$ cat src/rtl/if_fetch_stage_pkg.sv
// Shared CPU definitions for the RV32 front end: NOP encoding, default reset
// vector and the fetch-stage state encoding.
package if_fetch_stage_pkg;

  localparam logic [31:0] NOP_INST         = 32'h0000_0013;
  localparam logic [31:0] DEFAULT_RESET_PC = 32'h0000_0000;

  typedef enum logic [1:0] {
    ST_IDLE = 2'd0,
    ST_REQ  = 2'd1,
    ST_DROP = 2'd2,
    ST_HOLD = 2'd3
  } fetch_state_e;

endpackage

$ cat src/rtl/if_fetch_stage_if_id_reg.sv
// IF/ID pipeline register with flush > stall > load > bubble priority.
// Written generically so later pipeline registers can reuse the pattern.
module if_id_reg
  import if_fetch_stage_pkg::*;
#(
  parameter int XLEN = 32
) (
  input  logic            clk,
  input  logic            rst_n,
  input  logic            flush_i,
  input  logic            stall_i,
  input  logic            load_i,
  input  logic [XLEN-1:0] pc_i,
  input  logic [XLEN-1:0] inst_i,
  output logic            valid_o,
  output logic [XLEN-1:0] pc_o,
  output logic [XLEN-1:0] inst_o
);

  logic            valid_d, valid_q;
  logic [XLEN-1:0] pc_d, pc_q;
  logic [XLEN-1:0] inst_d, inst_q;

  always_comb begin
    valid_d = valid_q;
    pc_d    = pc_q;
    inst_d  = inst_q;
    if (flush_i) begin
      valid_d = 1'b0;
      pc_d    = '0;
      inst_d  = NOP_INST;
    end else if (!stall_i) begin
      if (load_i) begin
        valid_d = 1'b1;
        pc_d    = pc_i;
        inst_d  = inst_i;
      end else begin
        valid_d = 1'b0;
        pc_d    = '0;
        inst_d  = NOP_INST;
      end
    end
  end

  always_ff @(posedge clk or negedge rst_n) begin
    if (!rst_n) begin
      valid_q <= 1'b0;
      pc_q    <= '0;
      inst_q  <= NOP_INST;
    end else begin
      valid_q <= valid_d;
      pc_q    <= pc_d;
      inst_q  <= inst_d;
    end
  end

  assign valid_o = valid_q;
  assign pc_o    = pc_q;
  assign inst_o  = inst_q;

endmodule

$ cat src/rtl/if_fetch_stage.sv
// Instruction-fetch stage: single-outstanding instruction-memory requests,
// redirect handling (including in-flight responses) and a 1-entry skid buffer.
module if_fetch_stage
  import if_fetch_stage_pkg::*;
#(
  parameter int              XLEN     = 32,
  parameter logic [XLEN-1:0] RESET_PC = DEFAULT_RESET_PC
) (
  input  logic            clk,
  input  logic            rst_n,
  input  logic            stall_i,
  input  logic            flush_i,
  input  logic [XLEN-1:0] flush_pc_i,
  output logic            im_req_o,
  output logic [XLEN-1:0] im_addr_o,
  input  logic            im_rvalid_i,
  input  logic [XLEN-1:0] im_rdata_i,
  output logic            id_valid_o,
  output logic [XLEN-1:0] id_pc_o,
  output logic [XLEN-1:0] id_inst_o
);

  fetch_state_e    state_d, state_q;
  logic [XLEN-1:0] req_addr_d, req_addr_q;
  logic [XLEN-1:0] next_pc_d, next_pc_q;
  logic [XLEN-1:0] hold_inst_d, hold_inst_q;
  logic            im_req_d, im_req_q;

  logic            deliver;
  logic [XLEN-1:0] deliver_inst;
  logic [XLEN-1:0] flush_tgt;
  logic [XLEN-1:0] seq_pc;

  assign flush_tgt = flush_pc_i & ~{{(XLEN-2){1'b0}}, 2'b11};
  assign seq_pc    = req_addr_q + {{(XLEN-3){1'b0}}, 3'b100};

  // A request can never be withdrawn, so a flush that arrives before its
  // response parks the target in next_pc and waits out the response (DROP).
  always_comb begin
    state_d      = state_q;
    req_addr_d   = req_addr_q;
    next_pc_d    = next_pc_q;
    hold_inst_d  = hold_inst_q;
    deliver      = 1'b0;
    deliver_inst = im_rdata_i;
    case (state_q)
      ST_IDLE: state_d = ST_REQ;
      ST_REQ: begin
        if (flush_i) begin
          if (im_rvalid_i) begin
            req_addr_d = flush_tgt;
          end else begin
            next_pc_d = flush_tgt;
            state_d   = ST_DROP;
          end
        end else if (im_rvalid_i) begin
          if (stall_i) begin
            hold_inst_d = im_rdata_i;
            state_d     = ST_HOLD;
          end else begin
            deliver    = 1'b1;
            req_addr_d = seq_pc;
          end
        end
      end
      ST_DROP: begin
        if (im_rvalid_i) begin
          req_addr_d = flush_i ? flush_tgt : next_pc_q;
          state_d    = ST_REQ;
        end else if (flush_i) begin
          next_pc_d = flush_tgt;
        end
      end
      ST_HOLD: begin
        if (flush_i) begin
          req_addr_d = flush_tgt;
          state_d    = ST_REQ;
        end else if (!stall_i) begin
          deliver      = 1'b1;
          deliver_inst = hold_inst_q;
          req_addr_d   = seq_pc;
          state_d      = ST_REQ;
        end
      end
      default: state_d = ST_IDLE;
    endcase
    im_req_d = (state_d == ST_REQ) || (state_d == ST_DROP);
  end

  always_ff @(posedge clk or negedge rst_n) begin
    if (!rst_n) begin
      state_q     <= ST_IDLE;
      req_addr_q  <= RESET_PC;
      next_pc_q   <= RESET_PC;
      hold_inst_q <= NOP_INST;
      im_req_q    <= 1'b0;
    end else begin
      state_q     <= state_d;
      req_addr_q  <= req_addr_d;
      next_pc_q   <= next_pc_d;
      hold_inst_q <= hold_inst_d;
      im_req_q    <= im_req_d;
    end
  end

  assign im_req_o  = im_req_q;
  assign im_addr_o = req_addr_q;

  if_id_reg #(
    .XLEN(XLEN)
  ) u_if_id_reg (
    .clk     (clk),
    .rst_n   (rst_n),
    .flush_i (flush_i),
    .stall_i (stall_i),
    .load_i  (deliver),
    .pc_i    (req_addr_q),
    .inst_i  (deliver_inst),
    .valid_o (id_valid_o),
    .pc_o    (id_pc_o),
    .inst_o  (id_inst_o)
  );

endmodule

$ cat config.mk
export PLATFORM = sky130hd
export DESIGN_NAME = if_fetch_stage
export DESIGN_NICKNAME = d
export VERILOG_FILES = /design/src/rtl/if_fetch_stage_pkg.sv /design/src/rtl/if_fetch_stage_if_id_reg.sv /design/src/rtl/if_fetch_stage.sv
export SDC_FILE = /design/constraint.sdc
export NUM_CORES = 1
export LEC_CHECK = 0
export ABC_AREA = 1
export BUFFER_PORTS_ARGS = -buffer_cell sky130_fd_sc_hd__clkbuf_2
export CAP_MARGIN = 30
export CORE_UTILIZATION = 35
export DETAILED_ROUTE_END_ITERATION = 12
export PLACE_DENSITY = 0.54
export SLEW_MARGIN = 20
export SYNTH_ARGS = -nofsm -noshare
export SYNTH_HDL_FRONTEND = slang
export SYNTH_SLANG_ARGS = --single-unit
$ cat constraint.sdc
create_clock -name clk -period 1.9 [get_ports clk]
set_input_delay 0.095 -clock clk [delete_from_list [all_inputs] [get_ports clk]]
set_output_delay 0.095 -clock clk [all_outputs]
set_load 0.01 [all_outputs]
==> impl_metrics.tcl, run 1 <==
set metrics [dict create \
    multi_input_area_um2 3267 \
    port-buffer-count 164 \
    track_usage_pct 21.06 \
    grt_overflow 0 \
    routed_wl_mm 23.68 \
    holdPathEnd "hold_inst_q[4]$_DFFE_PN1P_" \
    die_width_um 153 \
    ys_warn_count 0 \
    reg2reg_to "im_addr_o[13]$_DFFE_PN0P_" \
    avgSynthCellArea_um2 7.666 \
    tightest_slew_ps 821.6 \
    fin_util_pct 48.41 \
    ant_nets 0 \
    syn-cell-area_um2 7980 \
    std_cell_rows 54 \
    worst-endpoint-required_ps 2200 \
    r2r_slack_ps 90 \
    regArea_um2 4111 \
    ios 167 \
    cts_buffer_depth 2 \
    hold_viol_final 0 \
    dieHeight_um 153 \
    crit_type "flip-flop to flip-flop" \
    cap_viol_max_count 0 \
    cts_sinks 164 \
    cts-buffers-inserted 17 \
    grt_antenna_before_repair 0 \
    syn-instance-count 1041 \
    yosys_register_bits 164 \
    final_area_um2 10700 \
    tns_ps 0 \
    cp-end-kind "flip-flop" \
    cp.depth 9 \
    worstHoldStart "im_rvalid_i" \
    dr.first_iter.drc_count 482 \
    cp_cell_sequence "nand2_1, nand2_1, a21oi_2, nor2_1, a31oi_4, buf_4, clkbuf_16, nand2_1, a21boi_1" \
    yosysSeqAreaShare_pct 51.52 \
    synth_top_area_share_pct 49.55 \
    drv_slew 0 \
    path_common_cell "nand2_1" \
    setup_viol 0 \
    rsz0062_at_grt "yes" \
    nets 1350 \
    synth_nets 1111 \
    wl_per_cell_um 15.05 \
    crit_buf_inv 2 \
    grt_pass1_vias 7212 \
    cts.root.buffer_cell "clkbuf_16" \
    placed_cell_area_um2 9345 \
    p_total_mw 14.68 \
    final.period_utilization_pct 95.17 \
    drive_gt1_share_pct 20.65 \
    path_clk_slew_ps 70 \
    crit_fanout 16 \
    grt_pass1_wl_mm 38.96 \
    vias_per_cell 4.807 \
    status "complete, no violations" \
    irDropWorstVdd_v 0.0005313 \
    rr_worst_depth 9 \
    max_freq_mhz 553.0 \
    vias 7561 \
    dpl.hpwl_mm 16.68 \
    fillers 2201 \
    critPathSlowestCell "dfrtp_1" \
    r2r-start "state_q[0]$_DFF_PN0_" \
    p_per_area_nw_per_um2 1372 \
    initial_core_util_pct 36.12 \
    h-tree-depth 4 \
    ys.flop_type "dfrtp_1" \
    fin_crit_ps 1808 \
    diodes 0 \
    dr.pass1.iters 5 \
    holdPathStages 4 \
    yosys.cell_count.top_type "nand2_1" \
    yosys.area.top_type "dfrtp_1" \
    finClkSkew_ps 9.454 \
    worstSetupStartpointType "flip-flop" \
    cts_tree "yes" \
    synth_area_leaders "dfrtp_1, nand2_1, o21ai_0" \
    synth_edf_count 0 \
    async_flop_share_pct 100.0 \
    path_delay_family "compound AO/OA/AOI/OAI gates" \
    synth_commonest_cells "nand2_1, dfrtp_1, o21ai_0, inv_1, o21ai_1" \
    slew_headroom_pct 45.16 \
    place_congestion 0.8565 \
    synth_cell_types 36 \
    syn_to_final_growth_pct 34.04 \
    clock_latency_ps 430 \
    drc 0 \
    leakage_nw 5.342 \
    dieArea_um2 23410 \
    grt_max_degree 63 \
    cpPeakStageDelay_ps 430 \
    core_um2 22090 \
    cp.arrival_ps 2110 \
    hold_path.class "input pin to flip-flop" \
]
[layout by cell type (no fill, tap or decap), types with 29 or more instances in the layout]
cell | netlist | final
nand2_1 | 359 | 357
dfrtp_1 | 158 | 158
buf_4 | 0 | 32
clkbuf_2 | 0 | 163
inv_1 | 105 | 105
o21ai_1 | 80 | 80
o21ai_0 | 109 | 109
dlygate4sd3_1 | 0 | 64
a21oi_1 | 29 | 29
nor2_1 | 49 | 42
[report_power, final]
| part | internal, mW | leakage (nW) | total [mW] | switching, mW |
|---|---|---|---|---|
| logic | 2.04 | 2.96 | 5.54 | 3.50 |
| registers | 4.72 | 2.08 | 5.48 | 0.764 |
| clock network | 2.11 | 0.301 | 3.66 | 1.54 |
| total | 8.87 | 5.34 | 14.7 | 5.81 |
[worst register-to-register path, delay by kind of cell, from the launching register on]
kind	cells	cell delay (ps)
compound gates	3	540
flops	1	430
buf+inv	2	340
simple gates	4	380
[worst max-delay path by stage]
stage | slack, ps | end | startpoint
2_1_floorplan | 220 | im_addr_o[22]$_DFFE_PN0P_ | im_addr_o[3]$_DFFE_PN0P_
3_3_place_gp | 130 | im_addr_o[25]$_DFFE_PN0P_ | im_addr_o[2]$_DFFE_PN0P_
5_1_grt | -50 | im_addr_o[26]$_DFFE_PN0P_ | im_addr_o[2]$_DFFE_PN0P_
4_1_cts | 40 | im_addr_o[21]$_DFFE_PN0P_ | im_addr_o[2]$_DFFE_PN0P_
3_5_place_dp | 70 | im_addr_o[21]$_DFFE_PN0P_ | im_addr_o[2]$_DFFE_PN0P_
6_report | 90 | im_addr_o[13]$_DFFE_PN0P_ | state_q[0]$_DFF_PN0_
[cells by family after synthesis]
logic type      count (synthesis)  share of synthesized area (%)
compound gates                261                          18.09
fa+ha+maj                       1                         0.1568
xor+xnor                        2                         0.2195
flops                         164                          51.52
buf+inv                       165                          8.012
simple gates                  448                          22.00
[repair_timing]
action | CTS | global route
buffers inserted | 0 | 5
hold endpoints to repair | 129 | 0
gates resized for setup | 0 | 11
endpoints found under the setup margin | 0 | 24
hold buffers | 64 | 0
[flip-flops by register name (all words and copies together), names as in the netlist]
name                 flops
u_if_id_reg.pc_o        32
u_if_id_reg.valid_o      1
im_addr_o               32
next_pc_q               32
hold_inst_q             32
u_if_id_reg.inst_o      32
im_req_o                 1
state_q                  2
[cell type report]
type	instances	area share, %
Sequential cell	164	38.44
Tap cell	280	3.275
Timing Repair Buffer	270	17.89
Clock buffer	18	4.012
Inverter	115	4.059
Clock inverter	14	1.790
Multi-Input combinational cell	712	30.54
[through the flow]
step / setup WS (ps) / instances / hold WS (ps)
after detailed placement: 71.99 / 1471 / 88.56
after CTS: 42.84 / 1567 / 112.7
after floorplan: 221.9 / 1041 / -200.6
after global routing: -49.63 / 1573 / 183.0
after global placement: 127.0 / 1471 / 94.89
final: 91.82 / 1573 / 167.0
[routing by layer]
metal | routed length [um] | GRT usage, %
met5 | 0 | 0
met4 | 274 | 5.676
met3 | 1173 | 3.261
met2 | 10490 | 32.81
met1 | 11740 | 30.37
Note: power is estimated with default switching activity, not from simulation.
==> run 2: changes to the inputs <==
==> constraint.sdc (replaced) <==
create_clock -name clk -period 1.85 [get_ports clk]
set_input_delay 0.0925 -clock clk [delete_from_list [all_inputs] [get_ports clk]]
set_output_delay 0.0925 -clock clk [all_outputs]
set_load 0.01 [all_outputs]
==> impl_metrics.tcl, run 2 (synthesis results as in run 1) <==
set metrics [dict create \
    status "complete, no violations" \
    final_area_um2 10720 \
    vias 7564 \
    p_per_area_nw_per_um2 1409 \
    path_delay_family "simple AND/OR/NAND/NOR gates" \
    grt_pass1_vias 6954 \
    hold_path.class "input pin to flip-flop" \
    port-buffer-count 164 \
    track_usage_pct 20.72 \
    final_common_cell "nand2_1" \
    syn_to_final_growth_pct 34.38 \
    crit_fanout 5 \
    fin_ws_ps 144.3 \
    pre_cts_slack_ps 71.45 \
    path_common_cell "nand2_1" \
    cts-buffers-inserted 17 \
    fin_crit_ps 1706 \
    dieHeight_um 153 \
    dr.pass1.iters 7 \
    clock_latency_ps 440 \
    cts_buffer_depth 2 \
    cts.root.buffer_cell "clkbuf_16" \
    drv_slew 0 \
    cts_tree "yes" \
    worstSetupStartpointType "flip-flop" \
    dieArea_um2 23410 \
    place_congestion 0.8658 \
    drc 0 \
    drive_gt1_share_pct 21.22 \
    dr.first_iter.drc_count 537 \
    slew_headroom_pct 58.00 \
    dpl.hpwl_mm 16.81 \
    diodes 0 \
    fillers 2169 \
    worst-endpoint-required_ps 2220 \
    grt_pass1_wl_mm 37.92 \
    rsz0062_at_grt "yes" \
    initial_core_util_pct 36.12 \
    setup_viol 0 \
    tightest_slew_ps 629.3 \
    hold_viol_final 0 \
    h-tree-depth 4 \
    leakage_nw 5.356 \
    wl_per_cell_um 14.84 \
    grt_antenna_before_repair 0 \
    ios 167 \
    path_clk_slew_ps 70 \
    max_freq_mhz 586.3 \
    ant_nets 0 \
    irDropWorstVdd_v 0.0005673 \
    cts_sinks 164 \
    core_um2 22090 \
    grt_overflow 0 \
    finClkSkew_ps 15.51 \
    cp-end-kind "flip-flop" \
    final.period_utilization_pct 92.20 \
    placed_cell_area_um2 9413 \
    std_cell_rows 54 \
    cts_setup_buffers 0 \
    cp_cell_sequence "ha_2, nand2_2, nor2_4, nand2_2, buf_4, nor2_1, buf_4, nand2_1, nand2_1, nand3_1, nand2_1, nand2_1, a21boi_2" \
    crit_type "flip-flop to flip-flop" \
    die_width_um 153 \
    critPathSlowestCell "dfrtp_1" \
    vias_per_cell 4.799 \
    crit_buf_inv 2 \
    final_cell_mix "nand2_1, clkbuf_2, dfrtp_1, o21ai_0, inv_1" \
    grt_max_degree 62 \
    p_total_mw 15.11 \
    cp.arrival_ps 2070 \
    nets 1353 \
    routed_wl_mm 23.39 \
    cpPeakStageDelay_ps 360 \
    cap_viol_max_count 0 \
]
-- run 2: cell types whose count changed in the layout (fill, tap and decap cells not counted), moves of 2 or more --
cell,before,now
buf_4,32,36
clkinv_8,1,4
dfrtp_1,158,156
dfrtp_2,0,2
inv_8,1,3
-- run 2: layer usage --
layer | share of wire, % | track usage (%) | wire length, um | vias to the layer above
met5 | 0 | 0 | 0 | -
met4 | 1.7 | 6.349 | 395 | 0
met3 | 5.4 | 4.139 | 1253 | 32
met2 | 43 | 30.67 | 10100 | 250
met1 | 50 | 30.33 | 11640 | 3447
li1 | - | - | - | 3835
-- run 2: worst paths after layout --
| path | startpoint | end | slack (ps) | cells past startpoint |
|---|---|---|---|---|
| worst max-delay path | im_addr_o[2]$_DFFE_PN0P_ | im_addr_o[22]$_DFFE_PN0P_ | 140 | 13 |
| worst min-delay path | im_rvalid_i | im_req_o$_DFF_PN0_ | 60 | 4 |
| worst max register to register | im_addr_o[2]$_DFFE_PN0P_ | im_addr_o[22]$_DFFE_PN0P_ | 140 | 13 |
| worst min register to register | hold_inst_q[4]$_DFFE_PN1P_ | u_if_id_reg.inst_o[4]$_DFFE_PN1N_ | 480 | 2 |
| max in group asynchronous | rst_n | hold_inst_q[0]$_DFFE_PN1P_ | 1050 | 3 |
| min in group asynchronous | rst_n | u_if_id_reg.inst_o[5]$_DFFE_PN0N_ | 110 | 2 |
-- run 2: report_power, final --
group          internal [mW]  leakage (nW)  switching [mW]
Sequential              4.84          2.08           0.784
Combinational           2.11          2.97            3.57
Clock                   2.08         0.309            1.72
-- run 2: repair_timing --
| action | CTS | global route |
|---|---|---|
| hold buffers | 64 | 0 |
| endpoints found under the setup margin | 0 | 20 |
| hold endpoints to repair | 232 | 0 |
| gates resized for setup | 0 | 13 |
-- run 2: cell type report --
cell class	count	area, um2	share of cell area (%)
inverter	115	431.7	4.025
clock inverter	15	211.5	1.972
clock buffer	17	425.4	3.967
sequential	164	4114	38.36
multi-input combinational	712	3273	30.52
timing repair buffer	273	1918	17.89
tap	280	350.3	3.267
-- run 2: per-stage QoR --
stage / hold slack, ps / util [%] / instances / setup TNS, ps
4_1_cts: 65.09 / 48.39 / 1576 / 0
2_1_floorplan: -203.1 / - / 1041 / 0
3_5_place_dp: 26.20 / 42.60 / 1480 / 0
3_3_place_gp: 26.79 / 42.60 / 1480 / 0
5_1_grt: 121.0 / 48.54 / 1576 / -14.56
6_report: 62.85 / 48.54 / 1576 / 0
-- run 2: worst reg2reg max path, cell delays in order (launching register included) --
cell and delay, ps:
dfrtp_1 360, ha_2 200, nand2_2 80, nor2_4 130, nand2_2 80, buf_4 150, nor2_1 90, buf_4 140
nand2_1 50, nand2_1 60, nand3_1 60, nand2_1 60, nand2_1 60, a21boi_2 110
==> run 3: changes to the inputs <==
--- a/config.mk
+++ b/config.mk
@@ -8,9 +8,11 @@
 export ABC_AREA = 1
 export BUFFER_PORTS_ARGS = -buffer_cell sky130_fd_sc_hd__clkbuf_2
 export CAP_MARGIN = 30
-export CORE_UTILIZATION = 35
+export CELL_PAD_IN_SITES_DETAIL_PLACEMENT = 2
+export CELL_PAD_IN_SITES_GLOBAL_PLACEMENT = 2
+export CORE_UTILIZATION = 31
 export DETAILED_ROUTE_END_ITERATION = 12
-export PLACE_DENSITY = 0.54
+export PLACE_DENSITY = 0.79
 export SLEW_MARGIN = 20
 export SYNTH_ARGS = -nofsm -noshare
 export SYNTH_HDL_FRONTEND = slang
==> impl_metrics.tcl, run 3 (synthesis results as in run 1) <==
set metrics [dict create \
    die_width_um 162.4 \
    final_common_cell "nand2_1" \
    slew_headroom_pct 72.25 \
    cts-buffers-inserted 17 \
    fin_crit_ps 1775 \
    clock_latency_ps 450 \
    dpl.hpwl_mm 20.96 \
    finClkSkew_ps 12.38 \
    vias_per_cell 5.067 \
    status "complete, no violations" \
    cp.arrival_ps 2140 \
    cts.root.buffer_cell "clkbuf_16" \
    final_area_um2 10880 \
    syn_to_final_growth_pct 36.36 \
    max_freq_mhz 563.5 \
    dieArea_um2 26390 \
    drc 0 \
    hold_viol_final 0 \
    dieHeight_um 162.4 \
    hold_path.class "input pin to flip-flop" \
    path_clk_slew_ps 80 \
    drive_gt1_share_pct 22.80 \
    grt_pass1_wl_mm 49.27 \
    cts_sinks 164 \
    h-tree-depth 4 \
    dr.pass1.iters 4 \
    place_congestion 0.8188 \
    placed_cell_area_um2 9468 \
    tightest_slew_ps 416.2 \
    grt_overflow 0 \
    crit_type "flip-flop to flip-flop" \
    diodes 0 \
    wl_per_cell_um 19.54 \
    cp-end-kind "flip-flop" \
    p_seq_share_pct 37.0 \
    initial_core_util_pct 31.69 \
    fillers 2840 \
    worst-endpoint-required_ps 2210 \
    std_cell_rows 58 \
    grt_max_degree 63 \
    instances_no_fill 1628 \
    ios 167 \
    leakage_nw 5.393 \
    cts_tree "yes" \
    p_per_area_nw_per_um2 1439 \
    rr_worst_depth 9 \
    switching_share_pct 43.36 \
    cts_buffer_depth 2 \
    worstSetupStartpointType "flip-flop" \
    cap_viol_max_count 0 \
    vias 8249 \
    final_cell_mix "nand2_1, clkbuf_2, dfrtp_1, o21ai_0, inv_1" \
    net-switching-power_mw 6.789 \
    p_int_mw 8.869 \
    comb_power_share_pct 39.6 \
    grt_antenna_before_repair 0 \
    holdPathStages 4 \
    drv_slew 0 \
    nets 1355 \
    routed_wl_mm 31.82 \
    crit_fanout 3 \
    place_inst 1529 \
    ant_nets 0 \
    irDropWorstVdd_v 0.0005055 \
    p_total_mw 15.66 \
    dr.first_iter.drc_count 352 \
    track_usage_pct 24.26 \
    setup_viol 0 \
    clockPowerShare_pct 23.4 \
    fin_util_pct 43.21 \
    port-buffer-count 164 \
    grt_pass1_vias 8940 \
    core_um2 25180 \
    final.period_utilization_pct 95.92 \
]
[run 3: cell types whose count changed in the layout (fill, tap and decap cells not counted), sizes merged]
cell / before / now
inv: 118 / 121
clkinv: 10 / 9
bufinv: 2 / 0
buf: 46 / 48
[run 3: power by group through the flow]
stage	Sequential (mW)	Clock [mW]	Combinational, mW
after floorplan	5.77	0	3.18
after global placement	5.72	0	5.45
after detailed placement	5.79	0	5.74
after CTS	5.74	3.74	5.99
after global routing	5.94	3.86	6.90
final	5.79	3.67	6.19
[run 3: metrics by stage]
step                TNS (ps)  setup WS, ps  hold slack, ps
floorplan                  0         171.9          -203.1
global placement           0         76.10           13.20
detailed placement    -16.83        -16.83           16.78
CTS                        0         16.91           58.84
global route          -45.89        -18.47           92.06
finish                     0         75.49           67.68
[run 3: per-layer routing]
layer	up-vias	global-route usage [%]	part of all wire, %
li1	3819	-	-
met1	4195	30.59	44
met2	192	42.64	51
met3	43	3.234	3.2
met4	0	7.847	2.1
met5	-	0	0
[run 3: path summary, 6_finish.rpt]
path                       slack [ps]                       start                           endpoint
min in group asynchronous         100                       rst_n  u_if_id_reg.inst_o[6]$_DFFE_PN0N_
max                                80    im_addr_o[3]$_DFFE_PN0P_          im_addr_o[31]$_DFFE_PN0P_
min                                70                 im_rvalid_i         hold_inst_q[1]$_DFFE_PN1P_
max in group asynchronous        1030                       rst_n         hold_inst_q[1]$_DFFE_PN1P_
max reg2reg                        80    im_addr_o[3]$_DFFE_PN0P_          im_addr_o[31]$_DFFE_PN0P_
min reg2reg                       480  hold_inst_q[0]$_DFFE_PN1P_  u_if_id_reg.inst_o[0]$_DFFE_PN1N_
[run 3: final cells by class]
type	instances	area (um2)	area share [%]
Sequential cell	164	4121	37.88
Multi-Input combinational cell	712	3347	30.76
Timing Repair Buffer	275	1964	18.05
Inverter	115	434.2	3.990
Clock buffer	17	425.4	3.909
Tap cell	330	412.9	3.794
Clock inverter	15	176.4	1.621
[run 3: timing repair]
item	CTS	global route
pin swaps	0	6
setup endpoints to repair	12	69
gates cloned	0	0
buffers inserted	0	3
gates resized for setup	5	44
hold buffers	64	0
endpoints found under the hold margin	241	0
[run 3: worst max-delay path: stages, from the launching register on]
cell and delay, ps:
dfrtp_1 390, buf_4 150, nand3_1 130, nor2_2 210, nand3_1 200, nor2_2 170, nand2_1 120, nand2_1 80
o211ai_1 80, a21boi_1 160
